## src/rtl/ph_sample_scheduler_if.sv

```systemverilog
// Sensor-side bundle for ph_sample_scheduler: per-channel request/PH/clear in,
// grant, sample report and per-channel alarms out.
interface ph_sample_scheduler_if #(
  parameter int N_CH = 4,
  parameter int CH_W = 2
);
  logic [N_CH-1:0]   chReq;
  logic [4*N_CH-1:0] chPH;
  logic [N_CH-1:0]   alarmClear;
  logic [N_CH-1:0]   chGrant;
  logic              sampleValid;
  logic [CH_W-1:0]   sampleCh;
  logic [3:0]        samplePH;
  logic              abnormalityP;
  logic              abnormalityQ;
  logic [N_CH-1:0]   alarm;
  logic              busy;

  modport master (
    output chReq, chPH, alarmClear,
    input  chGrant, sampleValid, sampleCh, samplePH,
           abnormalityP, abnormalityQ, alarm, busy
  );

  modport slave (
    input  chReq, chPH, alarmClear,
    output chGrant, sampleValid, sampleCh, samplePH,
           abnormalityP, abnormalityQ, alarm, busy
  );
endinterface

```

## src/rtl/ph_sample_scheduler.sv

```systemverilog
// Round-robin blood-PH sampling scheduler. Grants one sensor channel at a time,
// captures its 4-bit PH, classifies it (P: not 7/8, Q: outside 6..9), tracks
// consecutive P-abnormal samples per channel and raises per-channel alarms.
// Build option: define PH_ALARM_LATCH_EN to make alarms sticky until
// alarmClear or rst; otherwise each REPORT recomputes its channel's alarm.
module ph_sample_scheduler #(
  parameter int N_CH      = 4,
  parameter int CH_W      = 2,
  parameter int CNT_W     = 3,
  parameter int ALARM_CNT = 3
) (
  input logic clk,
  input logic rst,
  ph_sample_scheduler_if.slave bus
);

  typedef enum logic [1:0] {IDLE, GRANT, CAPTURE, REPORT} stateT;

  stateT            state, stateNext;
  logic [CH_W-1:0]  rrPtr;
  logic [CH_W-1:0]  selCh;
  logic [CH_W-1:0]  pickCh;
  logic [CH_W-1:0]  cand;
  logic             pickFound;
  logic [3:0]       phSel;
  logic             capP, capQ;
  logic [CNT_W-1:0] cnt [N_CH];
  logic [CNT_W-1:0] curCnt, repCnt;
  logic             repSet;

  // Round-robin pick: first requester after rrPtr, wrapping around.
  always_comb begin
    pickFound = 1'b0;
    pickCh    = '0;
    cand      = '0;
    for (int unsigned k = 1; k <= unsigned'(N_CH); k++) begin
      cand = CH_W'((k + rrPtr) % N_CH);
      if (!pickFound && bus.chReq[cand]) begin
        pickFound = 1'b1;
        pickCh    = cand;
      end
    end
  end

  // Next-state sequencing IDLE -> GRANT -> CAPTURE -> REPORT -> IDLE.
  always_comb begin
    stateNext = state;
    case (state)
      IDLE:    if (pickFound) stateNext = GRANT;
      GRANT:   stateNext = CAPTURE;
      CAPTURE: stateNext = REPORT;
      REPORT:  stateNext = IDLE;
      default: stateNext = IDLE;
    endcase
  end

  // Selected channel's PH and counter, classification and run/alarm update values.
  always_comb begin
    phSel  = '0;
    curCnt = '0;
    for (int unsigned i = 0; i < unsigned'(N_CH); i++) begin
      if (selCh == CH_W'(i)) begin
        phSel  = bus.chPH[4*i +: 4];
        curCnt = cnt[i];
      end
    end
    capP = !((phSel == 4'd7) || (phSel == 4'd8));
    capQ = (phSel < 4'd6) || (phSel > 4'd9);
    if (!bus.abnormalityP)  repCnt = '0;
    else if (curCnt == '1)  repCnt = curCnt;
    else                    repCnt = curCnt + 1'b1;
    repSet = bus.abnormalityQ || (repCnt >= CNT_W'(ALARM_CNT));
  end

  // FSM state register.
  always_ff @(posedge clk or posedge rst) begin
    if (rst) state <= IDLE;
    else     state <= stateNext;
  end

  // Registered grant, pointer and sample-report outputs.
  always_ff @(posedge clk or posedge rst) begin
    if (rst) begin
      rrPtr            <= CH_W'(N_CH - 1);
      selCh            <= '0;
      bus.chGrant      <= '0;
      bus.sampleValid  <= 1'b0;
      bus.sampleCh     <= '0;
      bus.samplePH     <= '0;
      bus.abnormalityP <= 1'b0;
      bus.abnormalityQ <= 1'b0;
      bus.busy         <= 1'b0;
    end else begin
      bus.chGrant     <= '0;
      bus.sampleValid <= 1'b0;
      bus.busy        <= (stateNext != IDLE);
      case (state)
        IDLE: if (pickFound) begin
          selCh       <= pickCh;
          bus.chGrant <= N_CH'(1) << pickCh;
        end
        GRANT: rrPtr <= selCh;
        CAPTURE: begin
          bus.sampleValid  <= 1'b1;
          bus.sampleCh     <= selCh;
          bus.samplePH     <= phSel;
          bus.abnormalityP <= capP;
          bus.abnormalityQ <= capQ;
        end
        default: ;
      endcase
    end
  end

  // Per-channel abnormal-run counters and alarms; a REPORT that sets an alarm
  // overrides a same-cycle clear, otherwise the clear takes priority.
  always_ff @(posedge clk or posedge rst) begin
    if (rst) begin
      bus.alarm <= '0;
      for (int unsigned i = 0; i < unsigned'(N_CH); i++) cnt[i] <= '0;
    end else begin
      for (int unsigned i = 0; i < unsigned'(N_CH); i++) begin
        if (state == REPORT && selCh == CH_W'(i) && repSet) begin
          cnt[i]       <= repCnt;
          bus.alarm[i] <= 1'b1;
        end else if (bus.alarmClear[i]) begin
          cnt[i]       <= '0;
          bus.alarm[i] <= 1'b0;
        end else if (state == REPORT && selCh == CH_W'(i)) begin
          cnt[i]       <= repCnt;
`ifdef PH_ALARM_LATCH_EN
          bus.alarm[i] <= bus.alarm[i];
`else
          bus.alarm[i] <= 1'b0;
`endif
        end
      end
    end
  end

endmodule

```

## src/flat_wrapper.sv

```systemverilog
// flat-port wrapper written by rule: the top's interface ports become plain ports
module ph_sample_scheduler_flat 
#(
  parameter int N_CH      = 4,
  parameter int CH_W      = 2,
  parameter int CNT_W     = 3,
  parameter int ALARM_CNT = 3
)
  (clk, rst, bus_chReq, bus_chPH, bus_alarmClear, bus_chGrant, bus_sampleValid, bus_sampleCh, bus_samplePH, bus_abnormalityP, bus_abnormalityQ, bus_alarm, bus_busy);
  ph_sample_scheduler_if #(.N_CH(N_CH), .CH_W(CH_W)) bus_i ();
  input logic clk;
  input logic rst;
  input wire logic [$bits(bus_i.chReq)-1:0] bus_chReq;
  input wire logic [$bits(bus_i.chPH)-1:0] bus_chPH;
  input wire logic [$bits(bus_i.alarmClear)-1:0] bus_alarmClear;
  output wire logic [$bits(bus_i.chGrant)-1:0] bus_chGrant;
  output wire logic [$bits(bus_i.sampleValid)-1:0] bus_sampleValid;
  output wire logic [$bits(bus_i.sampleCh)-1:0] bus_sampleCh;
  output wire logic [$bits(bus_i.samplePH)-1:0] bus_samplePH;
  output wire logic [$bits(bus_i.abnormalityP)-1:0] bus_abnormalityP;
  output wire logic [$bits(bus_i.abnormalityQ)-1:0] bus_abnormalityQ;
  output wire logic [$bits(bus_i.alarm)-1:0] bus_alarm;
  output wire logic [$bits(bus_i.busy)-1:0] bus_busy;
  assign bus_i.chReq = bus_chReq;
  assign bus_i.chPH = bus_chPH;
  assign bus_i.alarmClear = bus_alarmClear;
  assign bus_chGrant = bus_i.chGrant;
  assign bus_sampleValid = bus_i.sampleValid;
  assign bus_sampleCh = bus_i.sampleCh;
  assign bus_samplePH = bus_i.samplePH;
  assign bus_abnormalityP = bus_i.abnormalityP;
  assign bus_abnormalityQ = bus_i.abnormalityQ;
  assign bus_alarm = bus_i.alarm;
  assign bus_busy = bus_i.busy;
  ph_sample_scheduler #(.N_CH(N_CH), .CH_W(CH_W), .CNT_W(CNT_W), .ALARM_CNT(ALARM_CNT)) u_core (.clk(clk), .rst(rst), .bus(bus_i));
endmodule
```

## config.mk

```make
export PLATFORM = sky130hd
export DESIGN_NAME = ph_sample_scheduler_flat
export DESIGN_NICKNAME = d
export VERILOG_FILES = /design/src/rtl/ph_sample_scheduler_if.sv /design/src/rtl/ph_sample_scheduler.sv /design/src/flat_wrapper.sv
export SDC_FILE = /design/constraint.sdc
export NUM_CORES = 1
export LEC_CHECK = 0
export ABC_CLOCK_PERIOD_IN_PS = 3100
export CORE_MARGIN = 5
export CORE_UTILIZATION = 50
export DETAILED_ROUTE_END_ITERATION = 10
export PLACE_DENSITY = 0.89
export SLEW_MARGIN = 20
export SYNTH_ARGS = -nofsm -noshare
export SYNTH_HDL_FRONTEND = slang
export SYNTH_SLANG_ARGS = --single-unit
```

## constraint.sdc

```tcl
create_clock -name clk -period 3.1 [get_ports clk]
set_input_delay 0.62 -clock clk [delete_from_list [all_inputs] [get_ports clk]]
set_output_delay 0.62 -clock clk [all_outputs]
set_load 0.01 [all_outputs]
```

==> results.md, run 1 <==
- Number of synthesis warnings: 0
- Initial drt markers: 150
- Starting Density: 52.0%
- Initial antenna violation count: 0
- Gr usage total: 17.8%
- Distinct cell type count after synthesis: 34
- Reg-to-reg endpoint: u_core.cnt[6]
- Area share of and/or/nand/nor cells after synthesis: 17.2%
- Kind of critical path: register to register
- Met1 Use GR: 22.6%
- R2r startpoint: u_core.selCh[1]
- Worst Skew: 0.0122 ns
- Worst-Margin Slew: around 0.47 ns
- Vias: 1510
- Slew Limit Fails: 0
- Final Instance Count excl. Fillers: between 200 and 300
- 1st-pass router iterations: 4
- Clock Sinks: 36
- Required @ worst endpoint: around 3.3 ns
- Fillers: 281
- XOR/XNOR share of the synthesized area: 0.460%
- Worst skew pair latency: 0.30 ns
- Syn Area/Cell: 11.4 um2
- Tcrit/Tclk final: 84.3%
- Crit path max-delay family: multiplexers
- CP cell instances: mux4_2, ha_1, nand2_1, o22ai_1, xnor2_1, nand2_1, o32ai_1
- Clock root buffer: clkbuf_8
- Placer Congestion: roughly 0.8
- Maximum clock frequency: ~0.38 GHz
- Syn Inst Count: 167
- # DRC: 0
- Status: complete, no violations
- WP buf/inv: 0
- Power per standard cell area: 860 nW/um2
- Worst min-delay path class: register to register
- Post-cts sizing count: 0
- Clk pin slew, worst setup/hold paths: 0.08 ns
- Die W: 71.7 um
- Post-Syn Nets: about 200
- Design Area, Final: about 2500 um2
- Hold Path End: u_core.bus.sampleCh[0]
- Compound-Gate Fraction of Synth Area: between 10% and 20%
- Setup TNS: 0 ns
- First-pass GRT wire length: 7070 um
- Placement Cell Area: 2380 um2
- Slew Limit Headroom: 68.2%
- Crit Path Max Fanout: 6
- Vias/cell: 5.76
- Layout area overhead: 29.8%
- Reg area: between 900 and 1000 um2
- Sequential share of the synthesized area: between 40% and 50%
- # rows: 22
- DP HPWL: 3150 um
- Pre-CTS setup slack: 0.593 ns
- Leakage: 1.03 nW
- Minimum clock period: roughly 2.6 ns
- Flop2flop setup slack: just under 0.5 ns
- Grt ovf: 0
- Worst setup EP type: register
- Final nets: 245
- Slowest stage cell, crit path: mux4_2
- CP max stage delay: 0.61 ns
- Worst r2r path cells: 7
- Vias in the first global route: approximately 1500
- Total core area: 3660 um2
- Die Area: 5140 um2
- Met2 Use GR: between 20% and 30%
- Ant diodes: 0
- Total Wirelength: 4280 um
- Max clock buf depth: 2
- Routed Antenna Nets: 0
- Multi-input logic area: 940 um2
- WHS Path Cells: 1
- Layout cells sized above 1: 16.8%
- Hold Path Origin: u_core.bus.sampleCh[0]
- Setup Buffers After CTS: 0
- Final hold violation count: 0
- CTS Buf Count: 5
- Max_cap viols: 0
- Pin count of the biggest net entering global routing: 37
- # H-tree levels: 2
- Fin worst setup slack: 0.486 ns
- CTS tree: done
- PortBufs: 43
- I/O pin cnt: between 40 and 50
- Unrepaired setup endpoints after global routing: no
- Peak supply drop: 0.000415 V
- GR peak layer: met2
- WHS: roughly 0.5 ns
- Post-synthesis mux area share: 15.7%
- Seq cells post-synth: 36
- Largest family of logic cells by synthesized area: simple AND/OR/NAND/NOR gates
- Critical path arrival: 2.81 ns
- CP startpoint kind: register
- Synthesized area: 1900 um2
- Setup-failing EPs final: 0
- Inst Count DP: ~250
- Most common cell on crit path: nand2_1
- Routed length per instance: 16.3 um
- Die Span Y: 71.7 um
- Cts hold-fix bufs: 0
- Synth Area in Adders: 3.94%
- Met3 usage: roughly 5.2%
==> report_power, final <==
part,total [mW],internal [mW],switching [mW],leakage (nW)
logic,1.04,0.545,0.495,0.529
registers,0.760,0.639,0.120,0.456
clock network,0.324,0.156,0.168,0.0479
total,2.12,1.34,0.784,1.03
==> layout by cell type (no fill, tap or decap), drive strengths merged, types with 2 or more instances in the layout <==
cell type      count
nand3b             9
a22oi              4
mux2              11
a31oi              5
clkinv             3
dfrtp             34
nor3b              2
or2                3
nor2              13
clkdlybuf4s50     43
mux2i              4
nand2b             3
dfstp              2
nor2b              7
o32ai              8
inv                5
nand2              8
mux4               6
ha                 6
and3               2
nand3              3
clkbuf             5
buf                4
o21ai             11
and2               3
==> final cells by class <==
class | count | share of cell area (%)
clock buffer | 5 | 2.79
clock inverter | 3 | 0.760
timing repair buffer | 47 | 18.6
tap | 48 | 2.43
multi-input combinational | 118 | 38.0
sequential | 36 | 36.6
inverter | 5 | 0.760
==> synth_stat cells <==
master / n / area, um2
o32ai_1: 8 / 70.1
xnor2_1: 1 / 8.76
dfrtp_1: 34 / 851
mux2_2: 11 / 124
nand4_1: 1 / 6.26
nand2b_1: 3 / 18.8
inv_1: 5 / 18.8
clkbuf_1: 4 / 15.0
dfstp_2: 2 / 52.6
nor2_1: 13 / 48.8
nand2_1: 8 / 30.0
a31oi_1: 5 / 31.3
a21o_1: 1 / 7.51
o311ai_0: 1 / 8.76
nand3_1: 3 / 15.0
a21boi_0: 1 / 7.51
a21oi_1: 1 / 5.00
ha_1: 6 / 75.1
o221ai_1: 1 / 8.76
and3_1: 2 / 12.5
o22ai_1: 1 / 6.26
or2_2: 3 / 18.8
mux2i_1: 4 / 40.0
nor3b_1: 2 / 15.0
mux4_2: 6 / 135
and2_1: 3 / 18.8
and4bb_4: 1 / 16.3
nor2b_1: 7 / 43.8
o21ai_0: 11 / 55.1
nor4b_2: 1 / 15.0
buf_2: 3 / 15.0
a22oi_1: 4 / 30.0
nand3b_1: 9 / 67.6
buf_6: 1 / 11.3
==> flip-flops by register name (all words and copies together), names as in the netlist <==
register,count
u_core.bus.abnormalityP,1
u_core.bus.busy,1
u_core.state,2
u_core.bus.chGrant,4
u_core.bus.sampleCh,2
u_core.cnt,12
u_core.bus.sampleValid,1
u_core.rrPtr,2
u_core.bus.samplePH,4
u_core.selCh,2
u_core.bus.abnormalityQ,1
u_core.bus.alarm,4
==> cells by family after synthesis <==
group                      after synthesis
and+or+nand+nor                         56
DFF                                     36
AOI/OAI and AO/OA                       34
muxes                                   21
buffers and inverters                   13
adders and majority gates                6
xor gates and xnor gates                 1
==> through the flow <==
step / power (mW) / utilization, %
finish: 2.12 / 67.5
floorplan: 1.44 / -
detailed placement: 1.81 / 65.1
global placement: 1.78 / 65.1
CTS: 2.14 / 67.5
global route: 2.28 / 67.5
==> per-layer routing <==
metal  vias up  share of wire [%]  routed length (um)
li1        708                  -                   -
met1       740                 40                1720
met2        55                 49                2110
met3         7                7.9                 338
met4         0                2.4                 101
met5         -                  0                   0
==> worst max path at each step <==
stage                               start            end  slack (ns)  cells after the start
after floorplan           u_core.selCh[1]  u_core.cnt[0]        0.67                      9
after global placement    u_core.selCh[1]  u_core.cnt[3]        0.70                      7
after detailed placement  u_core.selCh[1]  u_core.cnt[6]        0.59                      7
after CTS                 u_core.selCh[1]  u_core.cnt[6]        0.51                      7
after global routing      u_core.selCh[1]  u_core.cnt[6]        0.22                      7
final                     u_core.selCh[1]  u_core.cnt[6]        0.49                      7
Power figures use the tool's default switching activity.
==> inputs of run 2 (changes only) <==
--- a/config.mk
+++ b/config.mk
@@ -5,7 +5,7 @@
 export SDC_FILE = /design/constraint.sdc
 export NUM_CORES = 1
 export LEC_CHECK = 0
-export ABC_CLOCK_PERIOD_IN_PS = 3100
+export ABC_CLOCK_PERIOD_IN_PS = 2550
 export CORE_MARGIN = 5
 export CORE_UTILIZATION = 50
 export DETAILED_ROUTE_END_ITERATION = 10
==> constraint.sdc (replaced) <==
create_clock -name clk -period 2.55 [get_ports clk]
set_input_delay 0.51 -clock clk [delete_from_list [all_inputs] [get_ports clk]]
set_output_delay 0.51 -clock clk [all_outputs]
set_load 0.01 [all_outputs]
==> run 2 against run 1 <==
Against the previous run: global-route usage shrank 0.13 points; first-iteration DRC count shrank 46%; count of clock-buffer cells in the layout grew 2; power grew 25%; critical path depth is the same; cell count grew 0.76%; fmax grew 11%; clock skew shrank 0.0027 ns; non-clock buffer count grew 2; combinational power grew 27%; critical path type unchanged.
==> results.md, run 2 (same netlist as run 1, synthesis figures left out) <==
- Total Wirelength: 4330 um
- Max_cap viols: 0
- First-pass GRT wire length: 7110 um
- Vias in the first global route: roughly 1500
- Leakage: 1.04 nW
- Maximum clock frequency: 0.423 GHz
- 1st-pass router iterations: 4
- Starting Density: 52.0%
- Worst min-delay path class: register to register
- CTS Buf Count: 5
- Unrepaired setup endpoints after global routing: no
- # rows: 22
- Layout area overhead: 32.1%
- Minimum clock period: roughly 2.4 ns
- Clock Sinks: 36
- Gr usage total: 17.7%
- Ant diodes: 0
- Die Area: 5140 um2
- Kind of critical path: register to register
- Design Area, Final: between 2000 and 3000 um2
- Required @ worst endpoint: 2.75 ns
- Pin count of the biggest net entering global routing: 37
- CTS tree: done
- Crit path max-delay family: simple AND/OR/NAND/NOR gates
- Crit Path Max Fanout: 12
- Top reg by flops: u_core.cnt
- Die Span Y: 71.7 um
- CP max stage delay: 0.55 ns
- Worst-Margin Slew: 0.455 ns
- Routed length per instance: 16.4 um
- Cts hold-fix bufs: 0
- Setup-failing EPs final: 0
- Fin worst setup slack: 0.186 ns
- WP buf/inv: 0
- Final hold violation count: 0
- Die W: between 70 and 80 um
- CP startpoint kind: register
- Setup TNS: 0 ns
- Worst skew pair latency: 0.29 ns
- Slowest stage cell, crit path: mux4_2
- Vias/cell: 5.69
- Initial antenna violation count: 0
- Slew Limit Headroom: 69.7%
- # DRC: 0
- Grt ovf: 0
- CP cell instances: mux4_2, ha_1, nand2_1, o22ai_1, nor4b_2, and4bb_4, o32ai_2
- Worst Skew: 0.00948 ns
- PortBufs: 43
- Clock root buffer: clkbuf_8
- Routed Antenna Nets: 0
- Vias: 1503
- Status: complete, no violations
- Final Instance Count excl. Fillers: 264
- # H-tree levels: 2
- Placer Congestion: 0.823
- Fillers: between 200 and 300
- Peak supply drop: 0.000635 V
- Critical path arrival: ~2.6 ns
- Placement Cell Area: between 2000 and 2500 um2
- Tcrit/Tclk final: 92.7%
- Final nets: 247
- Power per standard cell area: ~1100 nW/um2
- Pre-CTS setup slack: 0.142 ns
- Inst Count DP: 255
- Max clock buf depth: 2
- Most frequent cells in the layout: 43 x clkdlybuf4s50_1, 34 x dfrtp_1, 13 x nor2_1
- Initial drt markers: 81
- Worst setup EP type: register
- Clk pin slew, worst setup/hold paths: 0.07 ns
- Layout cells sized above 1: 18.5%
- I/O pin cnt: 44
- Slew Limit Fails: 0
- DP HPWL: 3230 um
- Commonest non-fill, non-tap cell in the layout: clkdlybuf4s50_1
- Total core area: 3660 um2
- Number of flip-flops in the largest register: 12
run 2: changes by cell type in the layout (fill, tap and decap cells not counted), moves of 2 or more:
cell | before | now
buf_4 | 4 | 6
o32ai_2 | 0 | 3
o32ai_1 | 8 | 5
clkinv_2 | 2 | 0
run 2: per-layer routing:
layer,routed length (um),vias to the layer above,track usage [%]
li1,-,717,-
met1,1790,728,23.1
met2,2140,51,27.4
met3,340,7,5.75
met4,66,0,6.26
met5,0,-,0
run 2: path summary, 6_finish.rpt:
kind                                   startpoint                     end  slack [ns]  cells past startpoint
max in group asynchronous                     rst         u_core.rrPtr[1]        1.59                      3
min in group asynchronous                     rst          u_core.cnt[10]        0.62                      3
max                               u_core.selCh[1]          u_core.cnt[10]        0.19                      7
min                        u_core.bus.sampleCh[1]  u_core.bus.sampleCh[1]        0.51                      1
max reg2reg                       u_core.selCh[1]          u_core.cnt[10]        0.19                      7
min reg2reg                u_core.bus.sampleCh[1]  u_core.bus.sampleCh[1]        0.51                      1
run 2: metrics by stage:
step           utilization, %  total power [mW]  hold WS [ns]
6_report                 68.7              2.66         0.506
3_3_place_gp             65.3              2.17         0.489
2_1_floorplan               -              1.75         0.481
4_1_cts                  67.8              2.64         0.511
3_5_place_dp             65.3              2.22         0.495
5_1_grt                  68.7              2.84         0.525
run 2: where the power goes:
part,internal [mW],leakage (nW),switching [mW]
clock network,0.219,0.0445,0.201
registers,0.777,0.456,0.144
logic,0.688,0.543,0.632
run 2: layout make-up:
type / count / area [um2] / area share (%)
inverters: 5 / 18.8 / 0.747
repair buffers: 49 / 475 / 18.9
flip-flops and latches: 36 / 903 / 35.9
clock buffers: 7 / 86.3 / 3.43
well taps: 48 / 60.1 / 2.39
multi-input cells: 118 / 962 / 38.3
clock inverters: 1 / 7.51 / 0.299
run 2: worst register-to-register path, stage by stage, from the launching register on:
cell and delay (ns):
dfrtp_1 0.42, mux4_2 0.55, ha_1 0.25, nand2_1 0.08, o22ai_1 0.14, nor4b_2 0.26, and4bb_4 0.29, o32ai_2 0.29
run 2: timing repair:
item | in CTS | in global routing
setup buffers | 0 | 1
gates resized for setup | 0 | 3
setup endpoints to repair | 0 | 6
